### config.mk
export PLATFORM = sky130hd
export DESIGN_NAME = fir_rate_sched
export DESIGN_NICKNAME = d
export VERILOG_FILES = /design/src/rtl/fir_rate_pkg.sv /design/src/rtl/sync_fifo.sv /design/src/rtl/fir_rate_sched.sv
export SDC_FILE = /design/constraint.sdc
export NUM_CORES = 1
export LEC_CHECK = 0
export BUFFER_PORTS_ARGS = -buffer_cell sky130_fd_sc_hd__buf_4
export CORE_MARGIN = 4
export CORE_UTILIZATION = 50
export CTS_CLUSTER_DIAMETER = 40
export DETAILED_ROUTE_END_ITERATION = 8
export PLACE_DENSITY_LB_ADDON = 0.05
export SETUP_SLACK_MARGIN = 0.2
export SLEW_MARGIN = 20
export SYNTH_ARGS = -nofsm -noshare
export SYNTH_HDL_FRONTEND = slang
export SYNTH_SLANG_ARGS = --single-unit
### constraint.sdc
create_clock -name clk -period 2.8 [get_ports clk]
set_input_delay 0 -clock clk [delete_from_list [all_inputs] [get_ports clk]]
set_output_delay 0 -clock clk [all_outputs]
set_load 0.1 [all_outputs]
### src/rtl/fir_rate_pkg.sv
// fir_rate_pkg: shared types and elaboration-time helpers for the FIR rate scheduler.
package fir_rate_pkg;
  typedef enum logic {IDLE, BUSY} state_t;
  function automatic int acc_width(input int freq_in);
    return $clog2(freq_in) + 1;
  endfunction
  function automatic bit ratio_ok(input int freq_in, input int freq_out);
    return freq_out > 0 && freq_out <= freq_in;
  endfunction
  function automatic bit depth_ok(input int depth);
    return depth >= 2 && (depth & (depth - 1)) == 0;
  endfunction
endpackage

### src/rtl/sync_fifo.sv
// sync_fifo: single-clock FIFO with occupancy counter; caller guards push/pop with full/empty.
module sync_fifo #(
  parameter int DATA_W = 16,
  parameter int FIFO_DEPTH = 4
) (
  input  logic              clk,
  input  logic              rst_n,
  input  logic              push,
  input  logic              pop,
  input  logic [DATA_W-1:0] din,
  output logic [DATA_W-1:0] dout,
  output logic              full,
  output logic              empty
);
  localparam int PW = $clog2(FIFO_DEPTH);
  logic [DATA_W-1:0] mem [FIFO_DEPTH];
  logic [PW-1:0] wr, rd;
  logic [PW:0] count;
  assign full = count == (PW+1)'(FIFO_DEPTH);
  assign empty = count == '0;
  assign dout = mem[rd];
  always_ff @(posedge clk)
    if (push) mem[wr] <= din;
  always_ff @(posedge clk or negedge rst_n)
    if (!rst_n) begin
      wr <= '0;
      rd <= '0;
      count <= '0;
    end else begin
      if (push) wr <= wr + 1'b1;
      if (pop) rd <= rd + 1'b1;
      count <= count + (PW+1)'(push) - (PW+1)'(pop);
    end
endmodule

### src/rtl/fir_rate_sched.sv
// fir_rate_sched: Bresenham-paced launch scheduler feeding a FIR from a small input FIFO.
module fir_rate_sched
  import fir_rate_pkg::*;
#(
  parameter int FREQ_IN = 12,
  parameter int FREQ_OUT = 10,
  parameter int DATA_W = 16,
  parameter int FIFO_DEPTH = 4
) (
  input  logic              clk,
  input  logic              resetN,
  input  logic              inValid,
  input  logic [DATA_W-1:0] inData,
  output logic              inReady,
  output logic              firStart,
  output logic [DATA_W-1:0] firData,
  input  logic              firDone,
  output logic              tick,
  output logic              underflow,
  output logic              overrun,
  input  logic              clrFlags
);
  localparam int AW = acc_width(FREQ_IN);
  if (!ratio_ok(FREQ_IN, FREQ_OUT)) begin : g_bad_ratio
    $error("FREQ_OUT must satisfy 0 < FREQ_OUT <= FREQ_IN");
  end
  if (!depth_ok(FIFO_DEPTH)) begin : g_bad_depth
    $error("FIFO_DEPTH must be a power of two >= 2");
  end
  state_t state, state_nx;
  logic [AW-1:0] acc, acc_sum;
  logic [DATA_W-1:0] head;
  logic pending, avail, slot, launch, push, full, empty;
  assign acc_sum = acc + AW'(FREQ_OUT);
  assign tick = acc_sum >= AW'(FREQ_IN);
  // a firDone cycle is treated as idle so back-to-back launches need only one gap cycle
  assign avail = state == IDLE || firDone;
  assign slot = avail && (pending || tick);
  assign launch = slot && !empty;
  assign push = inValid && !full;
  assign inReady = !full;
  sync_fifo #(.DATA_W(DATA_W), .FIFO_DEPTH(FIFO_DEPTH)) u_fifo (
    .clk(clk),
    .rst_n(resetN),
    .push(push),
    .pop(launch),
    .din(inData),
    .dout(head),
    .full(full),
    .empty(empty)
  );
  always_comb state_nx = launch ? BUSY : avail ? IDLE : state;
  always_ff @(posedge clk or negedge resetN)
    if (!resetN) state <= IDLE;
    else state <= state_nx;
  always_ff @(posedge clk or negedge resetN)
    if (!resetN) begin
      acc <= '0;
      pending <= 1'b0;
      firStart <= 1'b0;
      firData <= '0;
      underflow <= 1'b0;
      overrun <= 1'b0;
    end else begin
      acc <= tick ? acc_sum - AW'(FREQ_IN) : acc_sum;
      pending <= slot ? pending && tick : pending || tick;
      firStart <= launch;
      if (launch) firData <= head;
      underflow <= (slot && empty) || (underflow && !clrFlags);
      overrun <= (tick && pending && !slot) || (overrun && !clrFlags);
    end
endmodule

==> summary.txt <==
Routing
  – Final antenna-violating net count: 0
  – Drt total wl: a little under 7000 um
  – Starting DRT DRC Count: approximately 110
  – TritonRoute pass-1 iters: 4
  – DR vias/cell: 5.20
  – Via count: 1957
  – Routed wire per std cell: 18.2 um
  – Residual DRC: 0

Floorplanning
  – Die Wd: 95.7 um
  – Initial Utilization: 52.2%
  – Die span in y: around 96 um
  – Die area: slightly above 9000 um^2
  – Ports: between 40 and 50
  – FP Rows: 31
  – Core box area: around 7400 um^2

Layout
  – Final nets: 303
  – Core Util, Final: 64.3%
  – Most common cell after layout, fill and taps aside: edfxtp_1
  – Layout cell share with drive strength beyond 1: 37.5%
  – Most frequent cells in the layout: edfxtp_1 (64), buf_4 (49), dfrtp_1 (32)
  – Synth-to-Final Area Change: 23.2%
  – ANT cells: 0

Synthesis
  – Syn nets: around 230
  – Yosys warnings: 0
  – Asr flop ratio synth: 33.3%
  – Fraction of the yosys area taken by sequential cells: 70.8%
  – Yosys top cell area share: about half
  – Most frequently used flop master after synthesis: edfxtp_1
  – Post-synth EDFFs: 64
  – Mapped Cells: 198
  – Synth Cell Area: 3850 um^2
  – Top area cells in the synthesized netlist: edfxtp_1 (50%), dfrtp_1 (21%), mux4_2 (9.4%)
  – Post-synthesis register bit count: 96
  – Largest area contributor in the netlist: edfxtp_1
  – Mean post-synth cell area: ~19 um^2
  – Unique masters post-synth: 37

GRT
  – Largest net degree at the start of global routing: 33
  – Initial antenna violation count: 0
  – First-pass GRT wire length: 10600 um
  – Grt ovf: 0
  – Number of global-route vias before repair: ~2100
  – GRT Util Overall: roughly 16%

Power
  – Total power: 5.67 mW
  – Total power per unit cell area: about 1200 nW/um^2
  – P_leak: ~1.8 nW
  – VDD IR max: just over 0.7 mV

Min path
  – Worst Hold Class: in -> async

CTS
  – Post-CTS sizing: 0
  – H-Tree Depth: 3
  – Clk root buf: clkbuf_8
  – CTS tree: yes
  – Reg clk slew, reported paths: 90 ps
  – Clock sinks: 96
  – Max Root-Sink Buffers: 2
  – CTS Buf Count: 9
  – Worst-Skew Late Latency: 340 ps

Place
  – Placer Congestion: 0.859
  – Post-place setup slack: ~330 ps
  – Port buffer count: slightly above 40
  – DP HPWL: ~4300 um

STA
  – Worst Clk Skew: ~14 ps
  – Setup TNS: 0 ps
  – Slew Limit Fails: 0
  – Crit share post-route: approximately 89%
  – Final setup margin: roughly 320 ps
  – Fmax: between 400 and 500 MHz
  – Slew Limit Headroom: ~39%
  – Hold Fails Final Rpt: 0
  – Min cycle time layout: between 2000 and 2500 ps
  – Least-Margin Pin Slew: a little over 900 ps
  – Final setup viols: 0
  – RSZ-0062 raised after global routing: no

Run status
  – Outcome: complete, no violations

Critical path
  – Internal reg-to-reg setup slack: around 320 ps
  – Crit end category: flip-flop
  – WP data arrival: between 2000 and 3000 ps
  – CP Class: reg -> reg
  – CP max FO: 3
  – CP startpoint kind: flip-flop
  – Critical Path RT: slightly above 3000 ps

Job
  – Max cap viols: 0
[registers in the layout (all words and copies together) (netlist names)]
signal,cells
u_fifo.count,3
u_fifo.mem,64
acc,4
state,1
underflow,1
u_fifo.wr,2
overrun,1
firData,16
u_fifo.rd,2
firStart,1
pending,1
[cells by family (layout without fill, tap and decap cells)]
kind of cell,after synthesis,in the layout,synth area share (%)
flip-flops,96,96,70.8
multiplexers,33,33,15.1
AND/OR/NAND/NOR,20,20,2.96
buffers and inverters,19,98,2.34
AO/OA/AOI/OAI,12,12,2.80
adder cells (fa/ha/maj),11,11,3.71
XOR/XNOR,7,7,2.28
[report_power, final]
group | internal (mW) | switching [mW]
clock network | 0.548 | 0.429
logic | 0.874 | 1.66
registers | 1.93 | 0.229
[timing repair]
item / CTS / global route
hold buffers: 19 / 0
hold endpoints to repair: 99 / 0
setup buffers: 0 / 2
setup endpoints to repair: 0 / 1
[routing by layer]
layer	vias up	global-route usage, %	wire [um]
li1	896	-	-
met1	1004	20.7	2960
met2	48	27.6	3510
met3	9	3.05	294
met4	0	5.33	71
met5	-	0	0
[final cells by class]
class                   instances  area (um^2)
flip-flops and latches         96         2720
fillers                       530         2630
multi-input cells              83         1050
repair buffers                 68          558
clock buffers                  15          199
well taps                      99          124
inverters                      14         52.6
clock inverters                 1         30.0
[worst paths after layout]
kind	from	end	cells after the start
max in group asynchronous	resetN	firData[7]	2
setup / recovery	u_fifo.count[1]	u_fifo.count[2]	9
setup reg to reg	u_fifo.count[1]	u_fifo.count[2]	9
hold reg to reg	overrun	overrun	1
min in group clk	inValid	u_fifo.wr[0]	3
hold / removal	resetN	firData[13]	2
[synth_stat cells, types with 2 or more instances]
| library cell | count |
|---|---|
| and3_1 | 4 |
| nor2_1 | 2 |
| buf_2 | 2 |
| a21oi_1 | 2 |
| o21ai_0 | 2 |
| dfrtp_1 | 32 |
| xnor2_1 | 5 |
| clkbuf_1 | 2 |
| ha_1 | 9 |
| inv_1 | 14 |
| mux2_4 | 8 |
| mux4_2 | 16 |
| mux2_2 | 9 |
| nand2_1 | 5 |
| edfxtp_1 | 64 |
[per-stage QoR]
step | cell area [um^2] | instances | hold slack [ps]
after floorplan | 3860 | 198 | -296
after global placement | 4300 | 339 | -21.9
after global routing | 4740 | 376 | 167
final | 4740 | 376 | 147
after detailed placement | 4300 | 339 | -11.0
after CTS | 4720 | 374 | 157
[critical path, stage by stage (launching register included)]
cell     delay, ps
dfrtp_1        380
or3_2          510
nand2_1        170
a31oi_4         50
ha_1           280
inv_1           40
ha_1           190
fa_1           440
xnor2_1        200
xnor2_1        140
No activity file was read; power rests on OpenSTA's default activity.
